File: config.mk
export PLATFORM = sky130hd
export DESIGN_NAME = mem_bus_master
export DESIGN_NICKNAME = d
export VERILOG_FILES = /design/src/rtl/mem_bus_pkg.sv /design/src/rtl/sync_bit.sv /design/src/rtl/mem_bus_master.sv
export SDC_FILE = /design/constraint.sdc
export NUM_CORES = 1
export LEC_CHECK = 0
export CAP_MARGIN = 15
export CELL_PAD_IN_SITES_DETAIL_PLACEMENT = 1
export CELL_PAD_IN_SITES_GLOBAL_PLACEMENT = 2
export CORE_MARGIN = 5
export CORE_UTILIZATION = 36
export CTS_CLUSTER_SIZE = 16
export DETAILED_ROUTE_END_ITERATION = 10
export DONT_BUFFER_PORTS = 1
export PLACE_DENSITY_LB_ADDON = 0.3
export RECOVER_POWER = 50
export SLEW_MARGIN = 10
export SYNTH_ARGS = -nofsm -noshare
export SYNTH_HDL_FRONTEND = slang
export SYNTH_HIERARCHICAL = 1
export SYNTH_SLANG_ARGS = --single-unit
File: constraint.sdc
create_clock -name Clock -period 1.66 [get_ports Clock]
set_input_delay 0.166 -clock Clock [delete_from_list [all_inputs] [get_ports Clock]]
set_output_delay 0.166 -clock Clock [all_outputs]
set_load 0.01 [all_outputs]
File: src/rtl/mem_bus_pkg.sv
`default_nettype none
// ============================================================================
//  Module      : mem_bus_pkg
//  Description : Shared definitions for the EN/RW/MFC memory bus master:
//                state encoding, RW encoding and default bus widths.
//  Revision    : 1.0 - initial release
// ============================================================================
package mem_bus_pkg;

    // Default bus widths
    localparam int DEF_ADDR_W = 16;
    localparam int DEF_DATA_W = 16;

    // RW encoding shared by the control unit and the memory
    localparam logic RW_READ  = 1'b1;
    localparam logic RW_WRITE = 1'b0;

    // Bus master state encoding
    localparam int       ST_W       = 2;
    localparam logic [ST_W-1:0] ST_IDLE    = 2'd0;
    localparam logic [ST_W-1:0] ST_SETUP   = 2'd1;
    localparam logic [ST_W-1:0] ST_ASSERT  = 2'd2;
    localparam logic [ST_W-1:0] ST_RELEASE = 2'd3;

endpackage
`default_nettype wire

File: src/rtl/sync_bit.sv
`default_nettype none
// ============================================================================
//  Module      : sync_bit
//  Description : N-flop synchroniser for a single asynchronous input bit,
//                asynchronous active-low reset clears every stage to 0.
//  Revision    : 1.0 - initial release
// ============================================================================
module sync_bit #(
    parameter int STAGES = 2
) (
    input  logic clk,
    input  logic rst_n,
    input  logic i_d,
    output logic o_q
);

    logic [STAGES-1:0] r_sync;

    // Shift the asynchronous input through the synchroniser chain
    always_ff @(posedge clk or negedge rst_n) begin
        if (!rst_n) begin
            r_sync <= '0;
        end else begin
            r_sync <= {r_sync[STAGES-2:0], i_d};
        end
    end

    assign o_q = r_sync[STAGES-1];

endmodule
`default_nettype wire

File: src/rtl/mem_bus_master.sv
`default_nettype none
// ============================================================================
//  Module      : mem_bus_master
//  Description : CPU-side initiator for the four-phase EN/RW/MFC memory
//                handshake. Accepts one read or write request at a time,
//                drives the memory, waits for MFC, then pulses done.
//  Revision    : 1.0 - initial release
// ============================================================================
module mem_bus_master
    import mem_bus_pkg::*;
#(
    parameter int ADDR_W      = DEF_ADDR_W,
    parameter int DATA_W      = DEF_DATA_W,
    parameter int SETUP_CYC   = 1,
    parameter int SYNC_STAGES = 2,
    parameter int TIMEOUT     = 255
) (
    input  logic              Clock,
    input  logic              Resetn,
    input  logic              req,
    input  logic              cpu_rw,
    input  logic [ADDR_W-1:0] cpu_addr,
    input  logic [DATA_W-1:0] cpu_wdata,
    output logic              busy,
    output logic              done,
    output logic              err,
    output logic [DATA_W-1:0] rdata,
    output logic              mem_EN,
    output logic              mem_RW,
    output logic [ADDR_W-1:0] mem_addr,
    output logic [DATA_W-1:0] mem_wdata,
    input  logic [DATA_W-1:0] mem_rdata,
    input  logic              mem_MFC
);

    localparam int SU_W = (SETUP_CYC > 0) ? $clog2(SETUP_CYC + 1) : 1;
    localparam int TO_W = $clog2(TIMEOUT + 1);

    // SETUP ends when the counter has accumulated SETUP_CYC hold cycles
    localparam logic [SU_W-1:0] c_SETUP_LAST = SU_W'(SETUP_CYC);
    // Counter value in the TIMEOUT-th cycle spent in ASSERT or RELEASE
    localparam logic [TO_W-1:0] c_TO_LAST    = TO_W'(TIMEOUT - 1);
    localparam logic [TO_W-1:0] c_TO_MAX     = TO_W'(TIMEOUT);

    logic              w_mfc_s;

    logic [ST_W-1:0]   r_state,     w_state_nxt;
    logic [SU_W-1:0]   r_setup_cnt, w_setup_nxt;
    logic [TO_W-1:0]   r_to_cnt,    w_to_nxt;
    logic              r_err_flag,  w_err_flag_nxt;
    logic              r_busy,      w_busy_nxt;
    logic              r_done,      w_done_nxt;
    logic              r_err,       w_err_nxt;
    logic [DATA_W-1:0] r_rdata,     w_rdata_nxt;
    logic              r_en,        w_en_nxt;
    logic              r_rw,        w_rw_nxt;
    logic [ADDR_W-1:0] r_addr,      w_addr_nxt;
    logic [DATA_W-1:0] r_wdata,     w_wdata_nxt;
    logic [TO_W-1:0]   w_to_inc;

    sync_bit #(
        .STAGES (SYNC_STAGES)
    ) u_mfc_sync (
        .clk   (Clock),
        .rst_n (Resetn),
        .i_d   (mem_MFC),
        .o_q   (w_mfc_s)
    );

    // Saturating increment of the timeout counter
    assign w_to_inc = (r_to_cnt == c_TO_MAX) ? r_to_cnt : r_to_cnt + 1'b1;

    // Next-state and next-output logic of the handshake sequencer
    always_comb begin
        w_state_nxt    = r_state;
        w_setup_nxt    = r_setup_cnt;
        w_to_nxt       = r_to_cnt;
        w_err_flag_nxt = r_err_flag;
        w_done_nxt     = 1'b0;
        w_err_nxt      = 1'b0;
        w_rdata_nxt    = r_rdata;
        w_en_nxt       = r_en;
        w_rw_nxt       = r_rw;
        w_addr_nxt     = r_addr;
        w_wdata_nxt    = r_wdata;

        case (r_state)
            ST_IDLE: begin
                if (req) begin
                    w_rw_nxt       = cpu_rw;
                    w_addr_nxt     = cpu_addr;
                    w_wdata_nxt    = cpu_wdata;
                    w_setup_nxt    = '0;
                    w_err_flag_nxt = 1'b0;
                    w_state_nxt    = ST_SETUP;
                end
            end
            ST_SETUP: begin
                // Address, RW and data are already stable; MFC is ignored here
                if (r_setup_cnt == c_SETUP_LAST) begin
                    w_en_nxt    = 1'b1;
                    w_to_nxt    = '0;
                    w_state_nxt = ST_ASSERT;
                end else begin
                    w_setup_nxt = r_setup_cnt + 1'b1;
                end
            end
            ST_ASSERT: begin
                if (w_mfc_s) begin
                    w_en_nxt = 1'b0;
                    if (r_rw == RW_READ) begin
                        w_rdata_nxt = mem_rdata;
                    end
                    w_to_nxt    = '0;
                    w_state_nxt = ST_RELEASE;
                end else if (r_to_cnt == c_TO_LAST) begin
                    w_en_nxt       = 1'b0;
                    w_err_flag_nxt = 1'b1;
                    w_to_nxt       = '0;
                    w_state_nxt    = ST_RELEASE;
                end else begin
                    w_to_nxt = w_to_inc;
                end
            end
            ST_RELEASE: begin
                if (!w_mfc_s) begin
                    w_done_nxt  = 1'b1;
                    w_err_nxt   = r_err_flag;
                    w_state_nxt = ST_IDLE;
                end else if (r_to_cnt == c_TO_LAST) begin
                    w_done_nxt  = 1'b1;
                    w_err_nxt   = 1'b1;
                    w_state_nxt = ST_IDLE;
                end else begin
                    w_to_nxt = w_to_inc;
                end
            end
            default: begin
                w_en_nxt    = 1'b0;
                w_state_nxt = ST_IDLE;
            end
        endcase

        w_busy_nxt = (w_state_nxt != ST_IDLE);
    end

    // State, counters and registered outputs; reset drops EN immediately
    always_ff @(posedge Clock or negedge Resetn) begin
        if (!Resetn) begin
            r_state     <= ST_IDLE;
            r_setup_cnt <= '0;
            r_to_cnt    <= '0;
            r_err_flag  <= 1'b0;
            r_busy      <= 1'b0;
            r_done      <= 1'b0;
            r_err       <= 1'b0;
            r_rdata     <= '0;
            r_en        <= 1'b0;
            r_rw        <= RW_READ;
            r_addr      <= '0;
            r_wdata     <= '0;
        end else begin
            r_state     <= w_state_nxt;
            r_setup_cnt <= w_setup_nxt;
            r_to_cnt    <= w_to_nxt;
            r_err_flag  <= w_err_flag_nxt;
            r_busy      <= w_busy_nxt;
            r_done      <= w_done_nxt;
            r_err       <= w_err_nxt;
            r_rdata     <= w_rdata_nxt;
            r_en        <= w_en_nxt;
            r_rw        <= w_rw_nxt;
            r_addr      <= w_addr_nxt;
            r_wdata     <= w_wdata_nxt;
        end
    end

    assign busy      = r_busy;
    assign done      = r_done;
    assign err       = r_err;
    assign rdata     = r_rdata;
    assign mem_EN    = r_en;
    assign mem_RW    = r_rw;
    assign mem_addr  = r_addr;
    assign mem_wdata = r_wdata;

endmodule
`default_nettype wire

==> metrics list, run 1 <==
- Outcome: finished with violations
- The final reports fail on negative hold slack.
* Skew final: 0.00873 ns
- Count of flip-flops with a built-in enable after synthesis: 0
- At the end of routability-driven placement, the weighted congestion stood at 0.745.
* Fmax: 621 MHz
- Counting every net in the synthesized netlist gives 262.
* Number of endpoints failing setup at the final stage: 0
- For this run, the post-layout net count is 333.
- The largest single stage delay on the critical path is 0.44 ns.
- The hold violation count in the final report was 67.
* Via density: 4.92
* Remaining DRCs: 0
* Xor and xnor area share after synthesis: 0.624%
* Worst-margin pin slew: 0.318 ns
* Cell area after technology mapping: 2810 µm²
- Post-Route Hold Slack: -0.487 ns
- After global routing the overflow that remains totals 0.
- Yosys top cell area share: 58.8%
- Power per cell area: 1750 nW/µm²
- After Yosys synthesis, full adders, half adders and majority gates account for 0.891% of the synthesized area.
- Period minus WS final: 1.61 ns
- Multiplexer cells account for 20.0% of the synthesized area.
- The netlist uses 40 different library cells.
- Layout cells sized above 1: 33.9%
- In this run the core area contains 32 standard-cell rows.
- The final layout contains routed wiring with a total length of 6980 µm.
- The first routing iteration left 32 violations.
- The pre-antenna-repair detailed-routing pass consisted of 5 iterations.
- CP endpoint kind: flip-flop
- Dominant combinational cell family by area after synthesis: multiplexers
* Sinks on the clock net: 67
* Number of slew-limit violations in the final report: 0
* Most numerous cell in the Yosys netlist: sky130_fd_sc_hd__dfrtp_1
- Summing the areas of all and, or, nand and nor instances in the mapped netlist gives 6.41% of the synthesized area.
- Layout filler cell count: 756
- Layout overhead on the synthesized area: 35.3%
* Antenna diode instance count: 0
* Number of buffers created by CTS: 9
* Largest cells by area after synthesis: sky130_fd_sc_hd__dfrtp_1 59%, sky130_fd_sc_hd__mux2_2 19%, sky130_fd_sc_hd__a21oi_1 1.8%
- Max-cap violations: 0
- Summing the areas of all compound-gate instances in the mapped netlist gives 8.64% of the synthesized area.
- The number of global-route vias before repair is 2257.
* Synth warnings: 6
- Post-synthesis area per instance: 13.6 µm²
- The first global-routing pass estimated 11400 µm of wire.
- Pin placement for this block handled 106 I/O pins.
- The clock passes through at most 2 buffers.
- FFs w/ async S/R, synth: 100%
- The most used flip-flop cell after synthesis is sky130_fd_sc_hd__dfrtp_1.
- Overall fraction of global-route tracks in use: 14.9%
- Clock tree from TritonCTS: built
- Largest net degree at the start of global routing: 68
- Kind of cell with the highest combined delay on the critical path: compound AO/OA/AOI/OAI gates
- Buffers inserted to repair hold after CTS numbered 50.
- Maximum resistive drop on vdd: 0.000946 V
- Largest fanout on the critical path: 3
- Summed over all cells, the static leakage comes to 1.61 nW.
* Crit share post-route: 97.0%
- The worst hold path belongs to the class in2async.
- Cell accounting for the most synthesized area: sky130_fd_sc_hd__dfrtp_1
- The initial antenna violation count was 0.
- Deepest level of the CTS H-tree: 3
* Clock-pin slew on the worst setup and hold paths: 0.07 ns
- Cell at the slowest stage of the critical path: sky130_fd_sc_hd__dfrtp_2
* Critical path start-end classification: reg2reg
- Core Footprint: 7650 µm²
- Setup repair after global routing could not meet its margin everywhere.
* PortBufs: 0
* Clock latency of the later-clocked register in the worst-skew pair: 0.34 ns
- CTS placed an instance of sky130_fd_sc_hd__clkbuf_8 at the clock tree root.
- Series of cell instances along the critical path: ha_2, a31o_1, a311o_1, or2_1, a21oi_1
- Final total negative setup slack: 0 ns
* Critical path data required time: 1.92 ns
- After detailed routing, the average wire length per cell comes to 18.1 µm.
- Vertical die dimension: 98.3 µm
* Overall power consumption: 0.00667 W
* Kind of start point of the critical path: flip-flop
* Number of synthesized register bits: 67
- Starting utilization of the core area: 36.7%
- Remaining number of nets flagged by the antenna check after routing: 0
* Sequential cell area fraction in the yosys report: 59.7%
- In this run the horizontal extent of the chip is 98.3 µm.
- Slew headroom: 78.8%
- STA puts the critical path data arrival time at 1.87 ns.
- The number of buffers and inverters on the critical path is 0.
* Post-DP HPWL: 4470 µm
- Vias after detailed routing: 1894
- Gate count of the mapped netlist: 207
- The die covers 9670 µm².
* Leading post-synthesis cells by instance count: 66 x sky130_fd_sc_hd__dfrtp_1, 47 x sky130_fd_sc_hd__mux2_2, 10 x sky130_fd_sc_hd__a21oi_1, 8 x sky130_fd_sc_hd__nand2_1, 8 x sky130_fd_sc_hd__nand3_1
[per-stage QoR]
| stage | area (µm²) | worst slack, ns | util, % | hold slack [ns] | cells |
|---|---|---|---|---|---|
| floorplan | 2810 | 0.0775 | - | -0.130 | 207 |
| CTS | 3740 | 0.0609 | 48.9 | -0.512 | 382 |
| detailed placement | 3010 | -0.0261 | 39.3 | -0.127 | 316 |
| global route | 3800 | -0.0385 | 49.7 | -0.519 | 385 |
| finish | 3800 | 0.0501 | 49.7 | -0.487 | 385 |
| global placement | 3010 | 0.0440 | 39.3 | -0.128 | 316 |
[worst paths after layout]
path | startpoint | to | slack, ns | cells past startpoint
setup / recovery | r_to_cnt[1]$_DFFE_PN0P_ | r_to_cnt[1]$_DFFE_PN0P_ | 0.05 | 5
hold / removal | Resetn | mem_wdata[15]$_DFFE_PN0P_ | -0.49 | 0
setup reg to reg | r_to_cnt[1]$_DFFE_PN0P_ | r_to_cnt[1]$_DFFE_PN0P_ | 0.05 | 5
hold reg to reg | u_mfc_sync/r_sync[0]$_DFF_PN0_ | u_mfc_sync/r_sync[1]$_DFF_PN0_ | 0.36 | 0
max in group asynchronous | Resetn | mem_RW$_DFFE_PN1P_ | 1.96 | 0
min in group Clock | req | r_state[0]$_DFF_PN0_ | 0.03 | 2
[power by group]
group | leakage [nW] | internal [W] | switching [W] | total (W)
Clock | 0.113 | 0.000926 | 0.000604 | 0.00153
Combinational | 0.690 | 0.00111 | 0.000762 | 0.00187
Sequential | 0.805 | 0.00237 | 0.000895 | 0.00327
Total | 1.61 | 0.00441 | 0.00226 | 0.00667
[logic make-up (layout without fill, tap and decap cells)]
family | after synthesis | in the layout
flip-flops | 67 | 67
multiplexers | 50 | 50
AND/OR/NAND/NOR | 35 | 35
AO/OA/AOI/OAI | 34 | 34
buffers and inverters | 17 | 93
adder cells (fa/ha/maj) | 2 | 2
XOR/XNOR | 2 | 2
[timing repair]
| item | 4_1_cts | 5_1_grt |
|---|---|---|
| endpoints found under the hold margin | 117 | 67 |
| pin swaps | 0 | 5 |
| setup buffers | 0 | 3 |
| gates resized for setup | 1 | 8 |
| setup endpoints to repair | 11 | 7 |
[flip-flops by register name (all words and copies together), names as in the netlist]
name / count
mem_addr: 16
mem_wdata: 16
rdata: 16
r_to_cnt: 8
r_state: 2
u_mfc_sync/r_sync: 2
busy: 1
done: 1
err: 1
mem_EN: 1
mem_RW: 1
r_err_flag: 1
r_setup_cnt: 1
[per-layer routing]
metal	GRT usage, %	vias to the layer above	part of all wire [%]
met5	0	-	0
met3	6.79	7	9.3
li1	-	878	-
met1	16.0	937	38
met2	25.9	72	52
met4	5.36	0	0.97
[cell usage in the layout (no fill, tap or decap), types with 4 or more instances in the layout]
cell type / Yosys / layout
sky130_fd_sc_hd__dfrtp_1: 66 / 65
sky130_fd_sc_hd__inv_1: 5 / 4
sky130_fd_sc_hd__nand2_1: 8 / 8
sky130_fd_sc_hd__nor2_1: 7 / 7
sky130_fd_sc_hd__o21ai_0: 6 / 6
sky130_fd_sc_hd__mux2_2: 47 / 47
sky130_fd_sc_hd__nand3_1: 8 / 8
sky130_fd_sc_hd__buf_4: 3 / 20
sky130_fd_sc_hd__clkbuf_8: 0 / 11
sky130_fd_sc_hd__a21oi_1: 10 / 10
sky130_fd_sc_hd__dlygate4sd3_1: 0 / 50
[final cells by class]
class,count,area (µm²),share of cell area [%]
inverter,6,22.5,0.593
clock buffer,12,155,4.08
sequential,67,1680,44.2
multi-input combinational,123,1070,28.2
timing repair buffer,71,671,17.6
clock inverter,4,72.6,1.91
tap,102,128,3.36
Note: power is estimated with default switching activity, not from simulation.
==> inputs of run 2 (changes only) <==
- ABC_AREA: unset -> 1
- CORE_UTILIZATION: 36 -> 32
==> run 2 against run 1 <==
Global-route usage grew 0.33 points. Fmax is 6.2% higher. Clock-buffer cell count down 2. Sequential share of layout area rose by 0.72 points. Routed wire length is 13% higher. Hold slack lost 0.0079 ns. Non-clock buffer count is 13 lower. Sequential power shrank 2%. Highest routed layer unchanged. Register-to-register slack improved by 0.09 ns. Via count up 17%. The flow still finishes with violations (negative hold slack). Total power fell by 3.5%.
==> metrics list, run 2 <==
- The most area-hungry cell type in the Yosys netlist is sky130_fd_sc_hd__dfrtp_1 (unchanged).
- Dominant combinational cell family by area after synthesis: simple AND/OR/NAND/NOR gates (was multiplexers)
* Power per cell area: 1720 nW/µm² (was 1750 nW/µm²)
- The clock-pin slew of the registers on the worst-case setup and hold paths is 0.08 ns (was 0.07 ns).
* Clock latency of the later-clocked register in the worst-skew pair: 0.34 ns (about the same)
* Initial DRT Pass Iterations: 4 (was 5)
- Fmax: 660 MHz (was 621 MHz)
- The mux share of post-synthesis cell area was 7.67% (was 20.0%).
- Final total negative setup slack: 0 ns (unchanged)
- Largest cells by area after synthesis: sky130_fd_sc_hd__dfrtp_1 58%, sky130_fd_sc_hd__nand2_1 19%, sky130_fd_sc_hd__mux2_4 5.3% (was sky130_fd_sc_hd__dfrtp_1 59%, sky130_fd_sc_hd__mux2_2 19%, sky130_fd_sc_hd__a21oi_1 1.8%).
* Layout overhead on the synthesized area: 31.7% (was 35.3%)
- Deepest level of the CTS H-tree: 3 (unchanged)
* Nets in the synthesized netlist: 360 (was 262)
* Layout Cell Area excl Fill: 3740 µm² (was 3800 µm²)
- DIE WIDTH: 104 µm (was 98.3 µm)
- The unique cell type count in the Yosys netlist was 25 (was 40).
- The peak ir drop on the vdd network is 0.000685 V (was 0.000946 V).
* Slew headroom: 76.7% (was 78.8%)
- The global-route congestion overflow total was 0 (unchanged).
* Layout filler cell count: 1013 (was 756)
- Outcome: finished with violations (unchanged).
- The data required time of the worst path was 1.88 ns (was 1.92 ns).
* Area after DPL: 2970 µm² (was 3010 µm²)
- The xor/xnor cell area share of the yosys netlist came to 0% (was 0.624%).
- Starting utilization of the core area: 32.7% (was 36.7%)
- The most frequently used cell type in the post-synthesis netlist is sky130_fd_sc_hd__nand2_1 (was sky130_fd_sc_hd__dfrtp_1).
* Layout cells sized above 1: 14.9% (was 33.9%)
- Arrival time of data at the critical path endpoint: 1.74 ns (was 1.87 ns)
- The sum of buffers and inverters on the critical path is 2 (was 0).
- The count of boundary I/O pins is 106 (unchanged).
- Area share of and/or/nand/nor cells after synthesis: 24.9% (was 6.41%)
* Vias in the first global route: 2591 (was 2257)
* Gate count of the mapped netlist: 305 (was 207)
- Cell area after technology mapping: 2840 µm² (was 2810 µm²)
* Overall fraction of global-route tracks in use: 15.3% (was 14.9%)
- Worst-margin pin slew: 0.347 ns (was 0.318 ns)
* Sequential cell area fraction in the yosys report: 59.1% (was 59.7%)
- The wire length of the first global-routing pass was 13300 µm (was 11400 µm).
- Yosys top cell area share: 58.2% (was 58.8%)
- Remaining number of nets flagged by the antenna check after routing: 0 (unchanged)
* Most common library cell in the layout ignoring fill and taps: sky130_fd_sc_hd__nand2_1 (was sky130_fd_sc_hd__dfrtp_1)
* NumNets Final: 420 (was 333)
- The leading register cell type out of synthesis is sky130_fd_sc_hd__dfrtp_1 (unchanged).
- Post-synthesis compound-gate area fraction: 2.43% (was 8.64%)
* Wire length reported by the detailed router: 7900 µm (was 6980 µm)
* Class of the worst hold path: in2async (unchanged)
- Count of flip-flops with a built-in enable after synthesis: 0 (unchanged)
* First-iteration detailed-routing DRC count: 82 (was 32)
- Number of buffers created by CTS: 9 (unchanged)
- The share of synthesized cell area in full adder, half adder and majority cells came to 0.882% (was 0.891%).
- PortBufs: 0 (unchanged)
- The final cell utilization of the core was 43.1% (was 49.7%).
- Critical path start-end classification: reg2reg (unchanged)
- Failing checks: negative hold slack (unchanged).
* Routability congestion estimate from global placement: 0.744 (was 0.745)
* Leading post-synthesis cells by instance count: 144 x sky130_fd_sc_hd__nand2_1, 66 x sky130_fd_sc_hd__dfrtp_1, 22 x sky130_fd_sc_hd__inv_1 (was 66 x sky130_fd_sc_hd__dfrtp_1, 47 x sky130_fd_sc_hd__mux2_2, 10 x sky130_fd_sc_hd__a21oi_1, 8 x sky130_fd_sc_hd__nand2_1, 8 x sky130_fd_sc_hd__nand3_1)
- Cell mode on critical path: sky130_fd_sc_hd__nand2_1
- Commonest cells after routing, fill and taps aside: 142 x sky130_fd_sc_hd__nand2_1, 66 x sky130_fd_sc_hd__dfrtp_1, 50 x sky130_fd_sc_hd__dlygate4sd3_1, 21 x sky130_fd_sc_hd__inv_1 (was 65 x sky130_fd_sc_hd__dfrtp_1, 50 x sky130_fd_sc_hd__dlygate4sd3_1, 47 x sky130_fd_sc_hd__mux2_2, 20 x sky130_fd_sc_hd__buf_4, 11 x sky130_fd_sc_hd__clkbuf_8)
- Vias after detailed routing: 2210 (was 1894)
- The sum of net half-perimeters after detailed placement came to 4990 µm (was 4470 µm).
- Max Root-Sink Buffers: 2 (unchanged)
- Overall die area: 10900 µm² (was 9670 µm²)
* Final hold vios: 67 (unchanged)
- The number of synthesis warnings was 6 (unchanged).
- The family of cells with the greatest summed delay on the critical path was simple AND/OR/NAND/NOR gates (was compound AO/OA/AOI/OAI gates).
- Vertical die dimension: 104 µm (was 98.3 µm)
* Placement Setup Slack: 0.0855 ns (was -0.0261 ns)
* Number of endpoints failing setup at the final stage: 0 (unchanged)
- The endpoint kind of the worst setup timing path is a flip-flop (unchanged).
- Kind of start point of the critical path: flip-flop (unchanged)
- The number of buffers inserted for hold repair after clock tree synthesis was 50 (unchanged).
- Initial antenna violation count: 0 (unchanged)
- The CTS tree was built (unchanged).
* FFs w/ async S/R, synth: 100% (unchanged)
* Largest fanout on the critical path: 4 (was 3)
- Leakage power: 1.90 nW (was 1.61 nW)
- Standard-cell rows: 34 (was 32)
- Via density: 4.62 (was 4.92)
* Sinks on the clock net: 67 (unchanged)
- Post-synthesis area per instance: 9.30 µm² (was 13.6 µm²)
* Series of cell instances along the critical path: inv_1, ha_1, inv_1, nor2_2, nand2_1, nand2_1, nand2_1, nand2_1, nand2_2, nand2_1, o21ai_0 (was ha_2, a31o_1, a311o_1, or2_1, a21oi_1)
- Antenna diode instance count: 0 (unchanged)
- The least setup slack across all paths after layout was 0.145 ns (was 0.0501 ns).
- Max-cap violations: 0 (unchanged)
- The pin count of the biggest net entering global routing was 68 (unchanged).
* Cell at the slowest stage of the critical path: sky130_fd_sc_hd__dfrtp_1 (was sky130_fd_sc_hd__dfrtp_2)
- The final worst hold slack is -0.495 ns (was -0.487 ns).
* Number of slew-limit violations in the final report: 0 (unchanged)
* Period minus WS final: 1.52 ns (was 1.61 ns)
* Crit share post-route: 91.3% (was 97.0%)
* Skew final: 0.00837 ns (was 0.00873 ns)
* Remaining DRCs: 0 (unchanged)
- Number of synthesized register bits: 67 (unchanged)
* Clock tree root buffer cell: sky130_fd_sc_hd__clkbuf_8 (unchanged)
* Wire per inst: 16.5 µm (was 18.1 µm)
* Delay of the slowest critical-path stage: 0.41 ns (was 0.44 ns)
- Core Footprint: 8680 µm² (was 7650 µm²)
[run 2: cell count changes after synthesis, moves of 3 or more]
cell | before | now
sky130_fd_sc_hd__nor2_1 | 7 | 10
sky130_fd_sc_hd__nand2_1 | 8 | 144
sky130_fd_sc_hd__and3_1 | 3 | 0
sky130_fd_sc_hd__nand2_2 | 0 | 3
sky130_fd_sc_hd__mux2_2 | 47 | 6
sky130_fd_sc_hd__inv_1 | 5 | 22
sky130_fd_sc_hd__a21oi_1 | 10 | 3
sky130_fd_sc_hd__mux2_4 | 0 | 10
sky130_fd_sc_hd__o211ai_1 | 3 | 0
sky130_fd_sc_hd__nand4_1 | 0 | 3
[run 2: layout make-up]
cell class,count,area [µm²],share of cell area (%)
Multi-Input combinational cell,205,1030,27.7
Clock inverter,6,88.8,2.38
Clock buffer,10,138,3.68
Tap cell,108,135,3.62
Inverter,24,90.1,2.41
Sequential cell,67,1680,44.9
Timing Repair Buffer,58,573,15.3
[run 2: layer usage]
metal | vias up | part of all wire [%] | global-route usage [%]
li1 | 1055 | - | -
met1 | 1078 | 42 | 18.2
met2 | 65 | 50 | 25.3
met3 | 12 | 7.0 | 5.15
met4 | 0 | 1.4 | 6.01
met5 | - | 0 | 0
[run 2: what timing repair did]
action / 4_1_cts / 5_1_grt
buffers inserted: 0 / 1
resized for setup: 0 / 6
setup endpoints to repair: 0 / 13
hold endpoints to repair: 117 / 67
[run 2: kinds of logic (layout without fill, tap and decap cells)]
family / count (synthesis) / count (layout)
compound gates: 13 / 13
fa+ha+maj: 2 / 2
buf+inv: 33 / 98
flops: 67 / 67
mux: 16 / 16
simple gates: 174 / 174
[run 2: final timing paths]
check / startpoint / endpoint / slack (ns) / depth (start not counted)
max: r_to_cnt[0]$_DFFE_PN0P_ / mem_EN$_DFFE_PN0P_ / 0.14 / 11
min: Resetn / mem_addr[11]$_DFFE_PN0P_ / -0.50 / 0
max reg2reg: r_to_cnt[0]$_DFFE_PN0P_ / mem_EN$_DFFE_PN0P_ / 0.14 / 11
min reg2reg: u_mfc_sync/r_sync[0]$_DFF_PN0_ / u_mfc_sync/r_sync[1]$_DFF_PN0_ / 0.36 / 0
max in group asynchronous: Resetn / mem_RW$_DFFE_PN1P_ / 1.97 / 0
min in group Clock: req / r_state[0]$_DFF_PN0_ / 0.04 / 2
[run 2: stage by stage]
stage | total power [W] | cells
2_1_floorplan | 0.00429 | 305
3_3_place_gp | 0.00473 | 411
3_5_place_dp | 0.00479 | 411
4_1_cts | 0.00647 | 477
5_1_grt | 0.00692 | 478
6_report | 0.00643 | 478
[run 2: where the power goes]
part           switching, W  internal [W]  total, W
Sequential         0.000865       0.00234   0.00320
Clock              0.000664      0.000886   0.00155
Combinational      0.000897      0.000782   0.00168
==> inputs of run 3 (changes only) <==
- CTS_CLUSTER_SIZE: 16 -> 12
==> results of run 3 <==
Final layout, timing and power as in run 2 (identical DEF).
